`config.mk`:
```
export PLATFORM = sky130hd
export DESIGN_NAME = cpu7_ecl_except
export DESIGN_NICKNAME = d
export VERILOG_FILES = /design/src/rtl/cpu7_ecl_except_pkg.sv /design/src/rtl/cpu7_ecl_except_intr_sync.sv /design/src/rtl/cpu7_ecl_except.sv
export SDC_FILE = /design/constraint.sdc
export NUM_CORES = 1
export LEC_CHECK = 0
export CAP_MARGIN = 20
export CORE_MARGIN = 2
export CORE_UTILIZATION = 23
export CTS_CLUSTER_DIAMETER = 50
export CTS_CLUSTER_SIZE = 40
export DETAILED_ROUTE_END_ITERATION = 12
export PLACE_DENSITY_LB_ADDON = 0.08
export SYNTH_ARGS = -nofsm -noshare
export SYNTH_HDL_FRONTEND = slang
export SYNTH_HIERARCHICAL = 1
export SYNTH_SLANG_ARGS = --single-unit
```
`constraint.sdc`:
```
create_clock -name clk -period 2.24 [get_ports clk]
set_clock_uncertainty 0.05 [all_clocks]
set_input_delay 0.448 -clock clk [delete_from_list [all_inputs] [get_ports clk]]
set_output_delay 0.448 -clock clk [all_outputs]
set_load 0.01 [all_outputs]
```
`src/rtl/cpu7_ecl_except_pkg.sv`:
```
// cpu7_ecl_except_pkg: exception codes and arbiter FSM states for the _e stage.
package cpu7_ecl_except_pkg;

    localparam logic [5:0] LEXC_INT  = 6'h00;
    localparam logic [5:0] LEXC_ADEF = 6'h08;
    localparam logic [5:0] LEXC_ALE  = 6'h09;
    localparam logic [5:0] LEXC_SYS  = 6'h0B;
    localparam logic [5:0] LEXC_BRK  = 6'h0C;
    localparam logic [5:0] LEXC_INE  = 6'h0D;

    typedef enum logic {
        ST_IDLE = 1'b0,
        ST_KILL = 1'b1
    } ecl_state_e;

endpackage

```
`src/rtl/cpu7_ecl_except_intr_sync.sv`:
```
// cpu7_ecl_except_intr_sync: SYNC_STAGES-deep flop chain bringing ext_intr into clk.
module cpu7_ecl_except_intr_sync #(
    parameter int SYNC_STAGES = 2
) (
    input  logic clk,
    input  logic reset,
    input  logic d_i,
    output logic q_o
);

    logic [SYNC_STAGES-1:0] sync_q;

    always_ff @(posedge clk) begin
        if (reset) sync_q <= '0;
        else       sync_q <= {sync_q[SYNC_STAGES-2:0], d_i};
    end

    assign q_o = sync_q[SYNC_STAGES-1];

endmodule

```
`src/rtl/cpu7_ecl_except.sv`:
```
// cpu7_ecl_except: _e-stage exception/interrupt arbiter; picks a winner, drives CSR
// update and IFU redirect, then squashes wrong-path _e instructions for FLUSH_CYC cycles.
module cpu7_ecl_except
    import cpu7_ecl_except_pkg::*;
#(
    parameter int FLUSH_CYC   = 2,
    parameter int SYNC_STAGES = 2
) (
    input  logic        clk,
    input  logic        reset,
    input  logic        ifu_exu_valid_e,
    input  logic        ecl_stall_e,
    input  logic [31:0] ifu_exu_pc_e,
    input  logic        ifu_exu_adef_e,
    input  logic        ecl_illinst_e,
    input  logic        ecl_syscall_e,
    input  logic        ecl_break_e,
    input  logic        ecl_ale_e,
    input  logic [31:0] ecl_ldst_addr_e,
    input  logic        ecl_ertn_e,
    input  logic        csr_ecl_crmd_ie,
    input  logic        csr_ecl_timer_intr,
    input  logic        ext_intr,
    input  logic [31:0] csr_eentry,
    input  logic [31:0] csr_era,
    output logic        exu_ifu_except,
    output logic [5:0]  ecl_csr_exccode_e,
    output logic [31:0] ecl_csr_badv_e,
    output logic        ecl_csr_ertn_e,
    output logic        exu_ifu_redirect,
    output logic [31:0] exu_ifu_redirect_pc,
    output logic        ecl_kill_e,
    output logic        ext_intr_sync
);

    localparam int CW = FLUSH_CYC > 1 ? $clog2(FLUSH_CYC) : 1;

    ecl_state_e    state_q;
    logic [CW-1:0] cnt_q;
    logic          go, int_pend, fault, sel_adef, sel_ale;
    logic [5:0]    code;

    cpu7_ecl_except_intr_sync #(.SYNC_STAGES(SYNC_STAGES)) u_intr_sync (
        .clk   (clk),
        .reset (reset),
        .d_i   (ext_intr),
        .q_o   (ext_intr_sync)
    );

    // Gating on reset keeps every output at 0 while reset is held.
    assign go       = ~reset & ifu_exu_valid_e & ~ecl_stall_e & (state_q == ST_IDLE);
    assign int_pend = csr_ecl_crmd_ie & (csr_ecl_timer_intr | ext_intr_sync);
    assign fault    = ifu_exu_adef_e | ecl_illinst_e | ecl_syscall_e | ecl_break_e | ecl_ale_e;
    assign sel_adef = ~int_pend & ifu_exu_adef_e;
    assign sel_ale  = ~int_pend & ~ifu_exu_adef_e & ~ecl_illinst_e & ~ecl_syscall_e
                    & ~ecl_break_e & ecl_ale_e;

    assign code = int_pend       ? LEXC_INT  :
                  ifu_exu_adef_e ? LEXC_ADEF :
                  ecl_illinst_e  ? LEXC_INE  :
                  ecl_syscall_e  ? LEXC_SYS  :
                  ecl_break_e    ? LEXC_BRK  :
                  ecl_ale_e      ? LEXC_ALE  : LEXC_INT;

    assign exu_ifu_except      = go & (int_pend | fault);
    assign ecl_csr_exccode_e   = exu_ifu_except ? code : 6'h00;
    assign ecl_csr_badv_e      = ~exu_ifu_except ? 32'h0 :
                                 sel_adef ? ifu_exu_pc_e :
                                 sel_ale  ? ecl_ldst_addr_e : 32'h0;
    assign ecl_csr_ertn_e      = go & ecl_ertn_e & ~exu_ifu_except;
    assign exu_ifu_redirect    = exu_ifu_except | ecl_csr_ertn_e;
    assign exu_ifu_redirect_pc = exu_ifu_except ? csr_eentry :
                                 ecl_csr_ertn_e ? csr_era : 32'h0;
    assign ecl_kill_e          = ~reset & (state_q == ST_KILL ? ifu_exu_valid_e : exu_ifu_except);

    // KILL lasts FLUSH_CYC cycles; the counter runs through stalls.
    always_ff @(posedge clk) begin
        if (reset) begin
            state_q <= ST_IDLE;
            cnt_q   <= '0;
        end else if (state_q == ST_IDLE) begin
            if (exu_ifu_redirect) begin
                state_q <= ST_KILL;
                cnt_q   <= CW'(FLUSH_CYC - 1);
            end
        end else begin
            cnt_q   <= cnt_q == '0 ? '0 : cnt_q - CW'(1);
            state_q <= cnt_q == '0 ? ST_IDLE : ST_KILL;
        end
    end

endmodule

```
==> reports/qor.csv <==
stage,metric,value,unit
run_status,outcome,"finished, violations left",
run_status,failing checks,setup timing,
routing,vias per inst,4.90,
synth,adder-cell share of the synthesized area,0,%
worst_setup_path,Max stage delay on crit path,560,ps
floorplanning,Initial Util,23.4,%
clock_tree,Num Clock Sinks,4,
worst_setup_path,RR Startpoint,u_intr_sync/sync_q[1],
layout,nets@finish,660,
synth,largest family of logic cells by synthesized area,simple AND/OR/NAND/NOR gates,
synth,Syn Inst Count,260,
floorplanning,die area,7460,um^2
worst_setup_path,Setup crit start kind,input pin,
placement,Placed Cells,557,
placement,routability cong.,0.855,
global_routing,Overflow after GRT,0,
power_and_ir_drop,switching pwr,260,uW
clock_tree,H-tree Lvls,1,
worst_setup_path,Critical Path RT,1740,ps
routing,Starting DRT DRC Count,64,
sta,Max Clk Rate,0.396,GHz
sta,min cycle time layout,2530,ps
layout,final core utilization,66.8,%
worst_setup_path,CP Capture Point,exu_ifu_redirect_pc[5],
sta,RSZ-0062 raised after global routing,true,
power_and_ir_drop,Pleak,1.78,nW
synth,#FFs+latches synth,4,
synth,synthesized cell area,1560,um^2
power_and_ir_drop,clock share of power,19.0,%
power_and_ir_drop,Pint,560,uW
routing,DR vias,2923,
worst_setup_path,Crit Path Max Fanout,6,
sta,Final Setup Violations,67,
synth,Simple-Gate Fraction of Synth Area,45.6,%
floorplanning,DIE WIDTH,86.4,um
global_routing,global-route wire length before repair,13400,um
floorplanning,Row Count,30,
job,Max-Cap Viols,0,
synth,number of synthesis warnings,6,
clock_tree,CTS tree,done,
clock_tree,number of CTS-inserted buffers,3,
worst_setup_path,Crit. End Element,output port,
layout,"most common cell after layout, fill and taps aside",clkdlybuf4s50_1,
synth,XOR/XNOR Fraction of Synth Area,0,%
global_routing,GRT Util Overall,21.8,%
routing,DRT antenna net count,0,
synth,Mean Syn Cell Area,6.00,um^2
power_and_ir_drop,sequential share of power,9.4,%
synth,distinct cell type count after synthesis,28,
power_and_ir_drop,peak supply drop,0.265,mV
sta,Setup TNS,-14390,ps
layout,most frequent cells in the layout,"clkdlybuf4s50_1 (132), nand3_1 (95), buf_2 (66)",
worst_setup_path,Crit-path slowest cell,or4_4,
sta,Fin. Hold Viols,0,
floorplanning,total core area,6680,um^2
worst_setup_path,launch point of the worst path,ecl_syscall_e,
worst_setup_path,critical path class,input pin to output port,
floorplanning,top-level I/O count,216,
global_routing,vias in the first global route,2846,
routing,Avg WL per Cell,14.8,um
clock_tree,clk buf depth,2,
sta,"Period Utilization, post-route",113,%
power_and_ir_drop,P per Cell Area,184,nW/um^2
layout,area grow syn2layout,186,%
layout,share of cells above drive strength 1,42.4,%
routing,routed wire length,8860,um
layout,ANT cells,0,
clock_tree,"Clk Latency, worst-skew pair",220,ps
synth,post-synthesis mux area share,20.5,%
worst_setup_path,critical-path cell list,buf_6 > or4_4 > nor3_4 > buf_4 > buf_12 > mux2i_4 > buf_2,
floorplanning,die height,86.4,um
clock_tree,clock slew at reported path FFs,30,ps
global_routing,initial antenna violation count,0,
worst_setup_path,worst r2r dst,cnt_q,
layout,Post-Layout Cell Count,597,
placement,Placement Setup Slack,-1120,ps
power_and_ir_drop,Logic pwr share,71.6,%
routing,router iterations before antenna repair,4,
power_and_ir_drop,"Power, Total",819,uW
synth,compound-cell area share of the yosys netlist,15.2,%
worst_setup_path,Register-to-Register Path Depth,5,
placement,# port buffers,213,
routing,DRC errors left,0,
clock_tree,Root Driver,clkbuf_8,
power_and_ir_drop,Sw Share,31.7,%
worst_setup_path,r2r setup slk,890,ps
worst_setup_path,Worst EP arrival,2030,ps
global_routing,largest net degree at the start of global routing,37,
sta,max-slew violations,0,
min_path,HP Class,flip-flop to flip-flop,
synth,"Seq/Total Area, Yosys",5.13,%
sta,final worst setup slack,-286,ps
placement,post-DP HPWL,6600,um
## worst min-delay path by stage
stage | cells after the start | from | end
detailed placement | 1 | u_intr_sync/sync_q[0] | u_intr_sync/sync_q[1]
CTS | 1 | u_intr_sync/sync_q[0] | u_intr_sync/sync_q[1]
floorplan | 1 | u_intr_sync/sync_q[0] | u_intr_sync/sync_q[1]
global route | 1 | u_intr_sync/sync_q[0] | u_intr_sync/sync_q[1]
finish | 1 | u_intr_sync/sync_q[0] | u_intr_sync/sync_q[1]
global placement | 1 | u_intr_sync/sync_q[0] | u_intr_sync/sync_q[1]
## power by group through the flow
stage	Clock, mW	Sequential (mW)	Combinational [mW]
2_1_floorplan	0	0.0777	0.164
3_3_place_gp	0	0.0774	0.526
3_5_place_dp	0	0.0776	0.532
4_1_cts	0.161	0.0766	0.560
5_1_grt	0.168	0.0770	0.627
6_report	0.156	0.0766	0.587
## synth_stat cells
cell      instances  area (um^2)
nand3_1          96          480
a21oi_1          36          180
nand2_1          35          131
mux2i_1          32          320
clkbuf_1         20         75.1
buf_2             6         30.0
dfxtp_1           4         80.1
buf_8             3         45.0
inv_1             3         11.3
buf_4             2         15.0
buf_6             2         22.5
nor2_1            2         7.51
nor2b_1           2         12.5
nor3_1            2         10.0
nor4_1            2         12.5
a211oi_1          1         7.51
and4_1            1         8.76
buf_1             1         3.75
conb_1            1         3.75
inv_2             1         3.75
nand2b_1          1         6.26
nor3_4            1         16.3
nor4b_2           1         15.0
o21a_1            1         7.51
o21ai_1           1         5.00
o31ai_4           1         21.3
o41ai_2           1         16.3
or4_4             1         11.3
## logic make-up (layout without fill, tap and decap cells)
kind of cell    Yosys count  after routing
flops                     4              4
compound gates           41             41
simple gates            144            144
mux                      32             32
buf+inv                  38            294
other cells               1              2
## flip-flops by register name, indices dropped and copies added (netlist names)
| name | cells |
|---|---|
| cnt_q | 1 |
| state_q | 1 |
| u_intr_sync/sync_q | 2 |
## area by class of cell
type,count,area [um^2]
Sequential cell,4,80.1
Tap cell,80,100
Multi-Input combinational cell,219,1650
Timing Repair Buffer,287,2580
Fill cell,604,2220
Inverter,4,15.0
Clock buffer,3,41.3
## critical path, delay by kind of cell
kind / cells / cell delay (ps)
buffers and inverters: 4 / 560
multiplexers: 1 / 220
AND/OR/NAND/NOR: 2 / 800
## routing by layer
metal  share of wire, %  track usage, %  routed length, um
met5                  0               0                  0
met4               0.98            3.55                 87
met3                7.6            5.33                675
met2                 54            41.7               4760
met1                 38            24.5               3340
## what timing repair did
action | in CTS | in global routing
cloned | 4 | 1
gates resized for setup | 356 | 52
hold buffers | 0 | 0
endpoints found under the setup margin | 72 | 72
pin swaps | 6 | 4
buffers inserted | 27 | 9
## metrics by stage
stage	cell area, um^2	hold slack, ps
global route	4460	410
detailed placement	4120	379
global placement	4120	375
finish	4460	380
CTS	4320	386
floorplan	1740	364
No activity file was read; power rests on OpenSTA's default activity.
